==> config.mk <==
export PLATFORM = sky130hd
export DESIGN_NAME = bcd_seq_conv
export DESIGN_NICKNAME = d
export VERILOG_FILES = /design/src/rtl/bcd_seq_conv.sv
export SDC_FILE = /design/constraint.sdc
export NUM_CORES = 1
export LEC_CHECK = 0
export ABC_AREA = 0
export BUFFER_PORTS_ARGS = -buffer_cell sky130_fd_sc_hd__buf_4
export CORE_ASPECT_RATIO = 0.9
export CORE_MARGIN = 2
export CORE_UTILIZATION = 40
export CTS_CLUSTER_SIZE = 28
export DETAILED_ROUTE_END_ITERATION = 6
export GPL_TIMING_DRIVEN = 0
export PLACE_DENSITY_LB_ADDON = 0.2
export SYNTH_ARGS = -nofsm -noshare
export SYNTH_HDL_FRONTEND = slang
export SYNTH_SLANG_ARGS = --single-unit
==> constraint.sdc <==
create_clock -name CLOCK_50 -period 3.4 [get_ports CLOCK_50]
set_input_delay 0.51 -clock CLOCK_50 [delete_from_list [all_inputs] [get_ports CLOCK_50]]
set_output_delay 0.51 -clock CLOCK_50 [all_outputs]
set_load 0.03 [all_outputs]
==> src/rtl/bcd_seq_conv.sv <==
// bcd_seq_conv: sequential binary-to-BCD converter (shift-and-add-3, one
// binary bit per clock). A single shared add-3 correction slice replaces the
// combinational correction array. The digit outputs are registered and hold
// the previous result while a new operand converts.
//
// Optional feature macro: BCD_SEQ_BLANK_EN
//   defined   : tens_blank / hund_blank are registered leading-zero flags,
//               updated together with the digits and reset to 1.
//   undefined : tens_blank / hund_blank are tied to 0 (no flag registers).
//
// Ports
//   CLOCK_50    in   1      single clock, all state updates on rising edge
//   reset       in   1      synchronous, active-high reset
//   start       in   1      conversion request, sampled only while idle
//   bin         in   WIDTH  binary operand, captured on the accepting edge
//   busy        out  1      high while a conversion is in flight
//   done        out  1      one-cycle pulse, digits were just updated
//   ones        out  4      BCD units digit
//   tens        out  4      BCD tens digit
//   hundreds    out  4      BCD hundreds digit
//   tens_blank  out  1      tens digit is a leading zero (feature only)
//   hund_blank  out  1      hundreds digit is a leading zero (feature only)
//
// WIDTH legal range is 4..9 so the result always fits in three BCD digits.

module bcd_seq_conv #(
  parameter int unsigned WIDTH = 8
) (
  input  logic             CLOCK_50,
  input  logic             reset,
  input  logic             start,
  input  logic [WIDTH-1:0] bin,
  output logic             busy,
  output logic             done,
  output logic [3:0]       ones,
  output logic [3:0]       tens,
  output logic [3:0]       hundreds,
  output logic             tens_blank,
  output logic             hund_blank
);

  localparam int unsigned CNT_W = $clog2(WIDTH + 1);
  localparam int unsigned BCD_W = 12;
  localparam int unsigned NIB_W = 4;

  localparam logic [1:0] ST_IDLE  = 2'd0;
  localparam logic [1:0] ST_SHIFT = 2'd1;
  localparam logic [1:0] ST_LOAD  = 2'd2;

  // Control and datapath state
  logic [1:0]       state_q,   state_d;
  logic [WIDTH-1:0] shreg_q,   shreg_d;
  logic [BCD_W-1:0] scratch_q, scratch_d;
  logic [CNT_W-1:0] cnt_q,     cnt_d;

  // Registered outputs
  logic             busy_q,     busy_d;
  logic             done_q,     done_d;
  logic [NIB_W-1:0] ones_q,     ones_d;
  logic [NIB_W-1:0] tens_q,     tens_d;
  logic [NIB_W-1:0] hundreds_q, hundreds_d;

  // Scratch after the per-nibble add-3 correction, before the shift
  logic [BCD_W-1:0] scratch_adj;

  // Add 3 to a BCD nibble that is 5 or more; no carry leaves the nibble
  function automatic logic [NIB_W-1:0] add3(input logic [NIB_W-1:0] nib);
    logic [NIB_W-1:0] res;
    res = nib;
    if (nib >= NIB_W'(5)) begin
      res = nib + NIB_W'(3);
    end
    return res;
  endfunction

  // Shared correction slice applied to all three nibbles in parallel
  always_comb begin
    scratch_adj = '0;
    for (int n = 0; n < 3; n++) begin
      scratch_adj[n*NIB_W +: NIB_W] = add3(scratch_q[n*NIB_W +: NIB_W]);
    end
  end

  // State and output registers
  always_ff @(posedge CLOCK_50) begin
    if (reset) begin
      state_q    <= ST_IDLE;
      shreg_q    <= '0;
      scratch_q  <= '0;
      cnt_q      <= '0;
      busy_q     <= 1'b0;
      done_q     <= 1'b0;
      ones_q     <= '0;
      tens_q     <= '0;
      hundreds_q <= '0;
    end else begin
      state_q    <= state_d;
      shreg_q    <= shreg_d;
      scratch_q  <= scratch_d;
      cnt_q      <= cnt_d;
      busy_q     <= busy_d;
      done_q     <= done_d;
      ones_q     <= ones_d;
      tens_q     <= tens_d;
      hundreds_q <= hundreds_d;
    end
  end

  // Next-state and next-output logic
  always_comb begin
    state_d    = state_q;
    shreg_d    = shreg_q;
    scratch_d  = scratch_q;
    cnt_d      = cnt_q;
    done_d     = 1'b0;
    ones_d     = ones_q;
    tens_d     = tens_q;
    hundreds_d = hundreds_q;

    case (state_q)
      ST_IDLE: begin
        if (start) begin
          shreg_d   = bin;
          scratch_d = '0;
          cnt_d     = CNT_W'(WIDTH);
          state_d   = ST_SHIFT;
        end
      end

      ST_SHIFT: begin
        // {scratch, shreg} shifts left by one after correction; the
        // corrected hundreds MSB falls off the top (always 0 for WIDTH <= 9)
        scratch_d = BCD_W'({scratch_adj, shreg_q[WIDTH-1]});
        shreg_d   = WIDTH'({shreg_q, 1'b0});
        cnt_d     = cnt_q - CNT_W'(1);
        if (cnt_q == CNT_W'(1)) begin
          state_d = ST_LOAD;
        end
      end

      ST_LOAD: begin
        ones_d     = scratch_q[3:0];
        tens_d     = scratch_q[7:4];
        hundreds_d = scratch_q[11:8];
        done_d     = 1'b1;
        state_d    = ST_IDLE;
      end

      default: begin
        state_d = ST_IDLE;
      end
    endcase

    // busy mirrors the next state so it is aligned with SHIFT/LOAD
    busy_d = (state_d != ST_IDLE);
  end

  assign busy     = busy_q;
  assign done     = done_q;
  assign ones     = ones_q;
  assign tens     = tens_q;
  assign hundreds = hundreds_q;

`ifdef BCD_SEQ_BLANK_EN
  logic tens_blank_q, tens_blank_d;
  logic hund_blank_q, hund_blank_d;

  // Leading-zero flags captured with the digits; blank after reset
  always_ff @(posedge CLOCK_50) begin
    if (reset) begin
      tens_blank_q <= 1'b1;
      hund_blank_q <= 1'b1;
    end else begin
      tens_blank_q <= tens_blank_d;
      hund_blank_q <= hund_blank_d;
    end
  end

  always_comb begin
    tens_blank_d = tens_blank_q;
    hund_blank_d = hund_blank_q;
    if (state_q == ST_LOAD) begin
      hund_blank_d = (scratch_q[11:8] == NIB_W'(0));
      tens_blank_d = (scratch_q[11:4] == 8'd0);
    end
  end

  assign tens_blank = tens_blank_q;
  assign hund_blank = hund_blank_q;
`else
  assign tens_blank = 1'b0;
  assign hund_blank = 1'b0;
`endif

endmodule
==> metrics.md, run 1 <==
| Metric | Value |
|---|---|
| Status | finished, final reports clean |
| Top cell type's share of synthesized area | 0.454 |
| Largest net degree at the start of global routing | 13 |
| Number of diodes | 0 |
| Inserted Clock Buffers | 5 |
| Final Cycle Share | 0.447 |
| Slew headroom | 0.645 |
| P&R area growth vs syn | 18.9% |
| Hold Crit Depth | 2 |
| Cell with the most instances after synthesis | dfxtp_1 |
| Critical path depth | 6 |
| PD cells | 432 nW/um2 |
| First-pass GRT wire length | 6390 um |
| Vias/cell | 4.94 |
| Crit path buf inv count | 1 |
| Yosys warns | 0 |
| Initial drt markers | 63 |
| Syn Inst Count | 212 |
| Pre-antenna DRT Iters | 4 |
| Final min period | 1520 ps |
| CTS Root Cell | clkbuf_8 |
| Per-cell routed wire length | about 12 um |
| Die footprint | 4960 um2 |
| Endpoint type of the worst setup path | flop |
| RR Startpoint | scratch_q[5] |
| Overall power | 906 uW |
| Clk_lat worst skew | 300 ps |
| Arrival time at the worst endpoint | 1720 ps |
| Final hold vios | 0 |
| Remaining Overflow, GRT | 0 |
| R2R setup slack | roughly 1900 ps |
| Leading post-synthesis cells by instance count | dfxtp_1, nor2_1, nand2_1 |
| Worst-margin pin slew | 532 ps |
| DRC | 0 |
| Syn_area_per_cell | 8.32 um2 |
| Critical Path RT | roughly 3600 ps |
| Core footprint | 4160 um2 |
| Worst Setup Path Type | flop to flop |
| Layout cells sized above 1 | 0.160 |
| Seq/Total Area, Yosys | 0.454 |
| Post-Route WL | approximately 3700 um |
| Worst R2R Path Depth | 6 |
| Min-delay src | tens[0] |
| Area leader, netlist | dfxtp_1 |
| Worst Setup SP | scratch_q[5] |
| VDD IR max | roughly 270 uV |
| Number of global-route vias before repair | 1404 |
| Worst-case clock buffer depth | 2 |
| Slowest CP cell | dfxtp_1 |
| Antenna Nets Post-Route | 0 |
| Post-cts gate resize count | 0 |
| Setup violations, final | 0 |
| I/O pins | 27 |
| Total number of vias | 1498 |
| Maxcap violations | 0 |
| PortBufs | 23 |
| Post-synth EDFFs | 0 |
| Initial Util | 0.424 |
| Final #Nets | 262 |
| Die X | around 74 um |
| Row cnt | 22 |
| TritonCTS clock tree | yes |
| H-tree levels | 2 |
| Leakage | between 0.0008 and 0.0009 uW |
| Primary FF master, synth | dfxtp_1 |
| Unrepaired setup endpoints after global routing | no |
| Post-Route Utilization | 0.505 |
| DP Wirelength | 2600 um |
| Synthesized area | 1760 um2 |
| DIE HEIGHT | 67.0 um |
| Asr flop ratio synth | 0 |
| Maximum clock rate | 658 MHz |
| Max Fanout on Critical Path | 4 |
| TritonCTS Sinks | 40 |
| Worst Hold Path EP | tens[0] |
| Largest cells by area after synthesis | dfxtp_1, nor2_1, a21oi_1 |
| Worst path top cell family by delay | compound AO/OA/AOI/OAI gates |
| Slew Viols, Final | 0 |
| Post-synthesis cell type count | 31 |
| Routability cong. | 0.769 |
| Cells along the critical path | inv_1, ha_1, nand2b_1, a21oi_1, mux2i_1, a22o_1 |
| Hold Buf Count CTS | 0 |
| Min-delay worst type | flop to flop |
| Post-CTS setup buffer count | 0 |
| Startpoint types | flop |
| Pre-CTS WS | 1810 ps |
| Clock transition at path regs | 80 ps |
| Reg-to-reg endpoint | scratch_q[6] |
| Setup_tns | 0 ps |
| Clock Skews | slightly below 8 ps |
| Final Worst Setup Slack | 1880 ps |
| Delay of the slowest critical-path stage | 390 ps |
| Initial antenna violation count | 0 |
| Synth Register Bits | 40 |
| Gr usage total | 0.172 |
[cell usage in the layout, fill, tap and decap left out, types with 7 or more instances in the layout]
cell type / instances
o21ai_0: 7
nor2_1: 31
inv_1: 8
buf_4: 26
ha_1: 8
nor3_1: 11
dfxtp_1: 40
a21oi_1: 22
a22o_1: 8
nand2_1: 26
[power by group]
group          leakage (uW)  internal, uW  switching [uW]
logic              0.000492          42.9            59.3
clock network     0.0000400           139             169
registers          0.000326           485            11.2
[cell families after synthesis]
kind of cell    share of synthesized area
fa+ha+maj                          0.0567
simple gates                        0.223
flops                               0.454
xor+xnor                           0.0248
other cells                       0.00213
compound gates                      0.167
buf+inv                            0.0546
mux                                0.0170
[cell type report]
type	instances	area [um2]
clock buffers	5	68.8
well taps	60	75.1
inverters	9	33.8
plain buffers	11	62.6
flip-flops and latches	40	801
multi-input cells	153	871
repair buffers	23	173
clock inverters	2	12.5
fillers	441	2060
[stage by stage]
step	hold slack [ps]	instance area, um2	cells
2_1_floorplan	441	1770	213
3_3_place_gp	443	2020	296
3_5_place_dp	450	2020	296
4_1_cts	461	2100	303
5_1_grt	470	2100	303
6_report	455	2100	303
[sequential cells by signal, indices dropped and copies added, names as in the netlist]
name	cells
ones	4
done	1
busy	1
scratch_q	12
cnt_q	4
tens	4
state_q	2
hundreds	4
shreg_q	8
[routing by layer]
metal	wire length [um]	up-vias	GRT usage	share of wire
met5	0	-	0	0
met4	75	0	0.0818	0.020
met3	151	7	0.0408	0.041
met2	1600	27	0.261	0.43
met1	1870	691	0.228	0.51
li1	-	773	-	-
[worst register-to-register path, delay by kind of cell (launching register included)]
family          cells  cell delay [ps]
mux                 1              120
buf+inv             1              100
simple gates        1              130
flops               1              390
compound gates      2              500
fa+ha+maj           1              170
[worst max-delay path by stage]
stage / to / slack [ps]
floorplan: scratch_q[6] / 2030
finish: scratch_q[6] / 1880
global route: scratch_q[2] / 1750
detailed placement: scratch_q[5] / 1810
global placement: scratch_q[6] / 1820
CTS: scratch_q[6] / 1890
No activity file was read; power rests on OpenSTA's default activity.
==> run 2: changes to the inputs <==
- ABC_AREA: 0 -> 1
- clock period: 3.4 -> 1.5 ns (I/O delays scaled with it)
==> metrics.md, run 2 <==
| Metric | Value |
|---|---|
| Final hold vios | 0 (unchanged) |
| DRC | 0 (unchanged) |
| Primary FF master, synth | dfxtp_1 (unchanged) |
| Gr usage total | 0.176 (was 0.172) |
| P&R area growth vs syn | 18.6% (was 18.9%) |
| Biggest registers after layout | scratch_q (12), shreg_q (8) (unchanged) |
| Post-CTS setup buffer count | 0 (unchanged) |
| Post-Route WL | 3900 um (was 3700 um) |
| DP Wirelength | 2780 um (was 2600 um) |
| Pre-antenna DRT Iters | 4 (unchanged) |
| Unrepaired setup endpoints after global routing | no (unchanged) |
| Number of global-route vias before repair | 1406 (was 1404) |
| Delay of the slowest critical-path stage | 350 ps (was 390 ps) |
| Seq/Total Area, Yosys | 0.441 (was 0.454) |
| Remaining Overflow, GRT | 0 (unchanged) |
| Multi-input logic area | 840 um2 (was 871 um2) |
| Antenna Nets Post-Route | 0 (unchanged) |
| Core footprint | 4400 um2 (was 4160 um2) |
| Leakage | 0.000971 uW (was 0.000858 uW) |
| Post-cts gate resize count | 0 (unchanged) |
| Initial antenna violation count | 0 (unchanged) |
| Per-cell routed wire length | 11.6 um (was 12.2 um) |
| Overall power | 1990 uW (was 906 uW) |
| R2R setup slack | 180 ps (was 1880 ps) |
| Synthesized area | 1820 um2 (was 1760 um2) |
| Worst R2R Path Depth | 9 (was 6) |
| Placed cell count | 333 (was 296) |
| Die footprint | 5090 um2 (was 4960 um2) |
| Top cell type's share of synthesized area | 0.441 (was 0.454) |
| Row cnt | 23 (was 22) |
| Reg-to-reg endpoint | scratch_q[8] (was scratch_q[6]) |
| Arrival time at the worst endpoint | 1540 ps (was 1720 ps) |
| Critical Path RT | 1720 ps (was 3600 ps) |
| Final min period | 1320 ps (was 1520 ps) |
| Hold Buf Count CTS | 0 (unchanged) |
| Syn Inst Count | 246 (was 212) |
| Final Cycle Share | 0.883 (was 0.447) |
| DIE HEIGHT | 67.9 um (was 67.0 um) |
| Crit path buf inv count | 2 (was 1) |
| Cell with the most instances after synthesis | nand2_1 (was dfxtp_1) |
| Total number of vias | 1629 (was 1498) |
| Largest net degree at the start of global routing | 11 (was 13) |
| Inserted Clock Buffers | 5 (unchanged) |
| RR Startpoint | scratch_q[4] (was scratch_q[5]) |
| Startpoint types | flop (unchanged) |
| Yosys warns | 0 (unchanged) |
| CTS Root Cell | clkbuf_8 (unchanged) |
| TritonCTS Sinks | 40 (unchanged) |
| Post-synth EDFFs | 0 (unchanged) |
| Number of diodes | 0 (unchanged) |
| Worst path top cell family by delay | simple AND/OR/NAND/NOR gates (was compound AO/OA/AOI/OAI gates) |
| Clock Skews | 6.83 ps (was 7.72 ps) |
| Min-delay worst type | input port to flop (was flop to flop) |
| Max Fanout on Critical Path | 5 (was 4) |
| TritonCTS clock tree | yes (unchanged) |
| Maxcap violations | 0 (unchanged) |
| Worst-case clock buffer depth | 2 (unchanged) |
| Initial Util | 0.412 (was 0.424) |
| Worst Hold Path EP | shreg_q[0] (was tens[0]) |
| Synth Register Bits | 40 (unchanged) |
| Largest cells by area after synthesis | dfxtp_1, nand2_1, a21oi_1 (was dfxtp_1, nor2_1, a21oi_1) |
| Slew Viols, Final | 0 (unchanged) |
| Status | finished, final reports clean (unchanged) |
| Routability cong. | 0.818 (was 0.769) |
| Clk_lat worst skew | 280 ps (was 300 ps) |
| Non-Filler Instances | 338 (was 303) |
| Final #Nets | 297 (was 262) |
| Largest register by flop count | scratch_q (unchanged) |
| Cell mode on critical path | nor2_1 |
| Post-synthesis cell type count | 21 (was 31) |
| Commonest non-fill, non-tap cells in the layout | nand2_1, dfxtp_1, buf_4, a21oi_1, inv_1 (was dfxtp_1, nor2_1, nand2_1, buf_4, a21oi_1) |
| Hold Crit Depth | 3 (was 2) |
| PD cells | 925 nW/um2 (was 432 nW/um2) |
| Clock transition at path regs | 70 ps (was 80 ps) |
| First-pass GRT wire length | 6690 um (was 6390 um) |
| H-tree levels | 2 (unchanged) |
| Initial drt markers | 192 (was 63) |
| Layout cells sized above 1 | 0.181 (was 0.160) |
| Asr flop ratio synth | 0 (unchanged) |
| Commonest non-fill, non-tap cell in the layout | nand2_1 (was dfxtp_1) |
| Area leader, netlist | dfxtp_1 (unchanged) |
| Slowest CP cell | dfxtp_2 (was dfxtp_1) |
| PortBufs | 24 (was 23) |
| Vias/cell | 4.82 (was 4.94) |
| Max reg flops | 12 (unchanged) |
| Worst Setup Path Type | flop to flop (unchanged) |
| Syn_area_per_cell | 7.38 um2 (was 8.32 um2) |
| FF+latch area | 803 um2 (was 801 um2) |
| Maximum clock rate | 755 MHz (was 658 MHz) |
| Die X | 75.0 um (was 74.0 um) |
| Cells along the critical path | inv_1, ha_1, inv_1, nand2_1, nand3_1, nand2_1, nor2_1, nor2_1, nor2_1 (was inv_1, ha_1, nand2b_1, a21oi_1, mux2i_1, a22o_1) |
| Setup_tns | 0 ps (unchanged) |
| Setup violations, final | 0 (unchanged) |
| I/O pins | 27 (unchanged) |
| Fill count | 451 (was 441) |
| Endpoint type of the worst setup path | flop (unchanged) |
| Min-delay src | bin[0] (was tens[0]) |
| Leading post-synthesis cells by instance count | nand2_1, dfxtp_1, a21oi_1 (was dfxtp_1, nor2_1, nand2_1) |
| VDD IR max | 491 uV (was 271 uV) |
==> run 2: cell count changes after synthesis, sizes merged, moves of 5 or more <==
cell and change:
nand2 +34, nand2b -5, a22o -8, nand4 +6, nor3 -8, nor2 -15, o21ai +11, nand3 +16
inv +19, a2bb2oi -5, a21oi +5
==> run 2: kinds of logic (layout without fill, tap and decap cells) <==
group | count (synthesis) | in the layout | share of synthesized area
other cells | 1 | 2 | 0.00207
fa+ha+maj | 8 | 8 | 0.0551
buf+inv | 39 | 68 | 0.101
simple gates | 107 | 107 | 0.252
compound gates | 51 | 51 | 0.149
flops | 40 | 40 | 0.441
==> run 2: worst min-delay path, cell delays in order <==
cell and delay, ps:
buf_4 110, nand2_1 50, a21oi_1 60
==> run 2: layer usage <==
layer / share of wire / global-route usage
met5: 0 / 0
met4: 0.014 / 0.0603
met3: 0.048 / 0.0398
met2: 0.42 / 0.259
met1: 0.52 / 0.253
==> run 2: power breakdown <==
| group | switching [uW] | total [uW] | internal, uW |
|---|---|---|---|
| logic | 146 | 239 | 92.4 |
| clock network | 330 | 629 | 300 |
| registers | 23.2 | 1120 | 1100 |
| total | 499 | 1990 | 1490 |
==> run 2: area by class of cell <==
| class | instances | area share |
|---|---|---|
| Sequential cell | 40 | 0.373 |
| Buffer | 12 | 0.0383 |
| Inverter | 27 | 0.0471 |
| Multi-Input combinational cell | 168 | 0.390 |
| Clock buffer | 5 | 0.0320 |
| Tap cell | 62 | 0.0360 |
| Timing Repair Buffer | 24 | 0.0837 |
==> run 2: worst max path at each step <==
stage | slack [ps] | from | to | cells past startpoint
final | 180 | scratch_q[4] | scratch_q[8] | 9
after global routing | 20 | scratch_q[4] | scratch_q[8] | 9
after CTS | 130 | scratch_q[0] | scratch_q[4] | 9
after detailed placement | 150 | scratch_q[0] | scratch_q[4] | 9
after global placement | 150 | scratch_q[0] | scratch_q[4] | 9
after floorplan | 320 | scratch_q[0] | scratch_q[4] | 9
==> run 2: per-stage QoR <==
step | hold WS, ps | util | setup WS (ps) | instance area (um2)
after floorplan | 372 | - | 321 | 1820
after global placement | 451 | 0.472 | 149 | 2080
after detailed placement | 453 | 0.472 | 147 | 2080
after CTS | 206 | 0.487 | 130 | 2150
after global routing | 217 | 0.489 | 21.1 | 2150
final | 209 | 0.489 | 175 | 2150
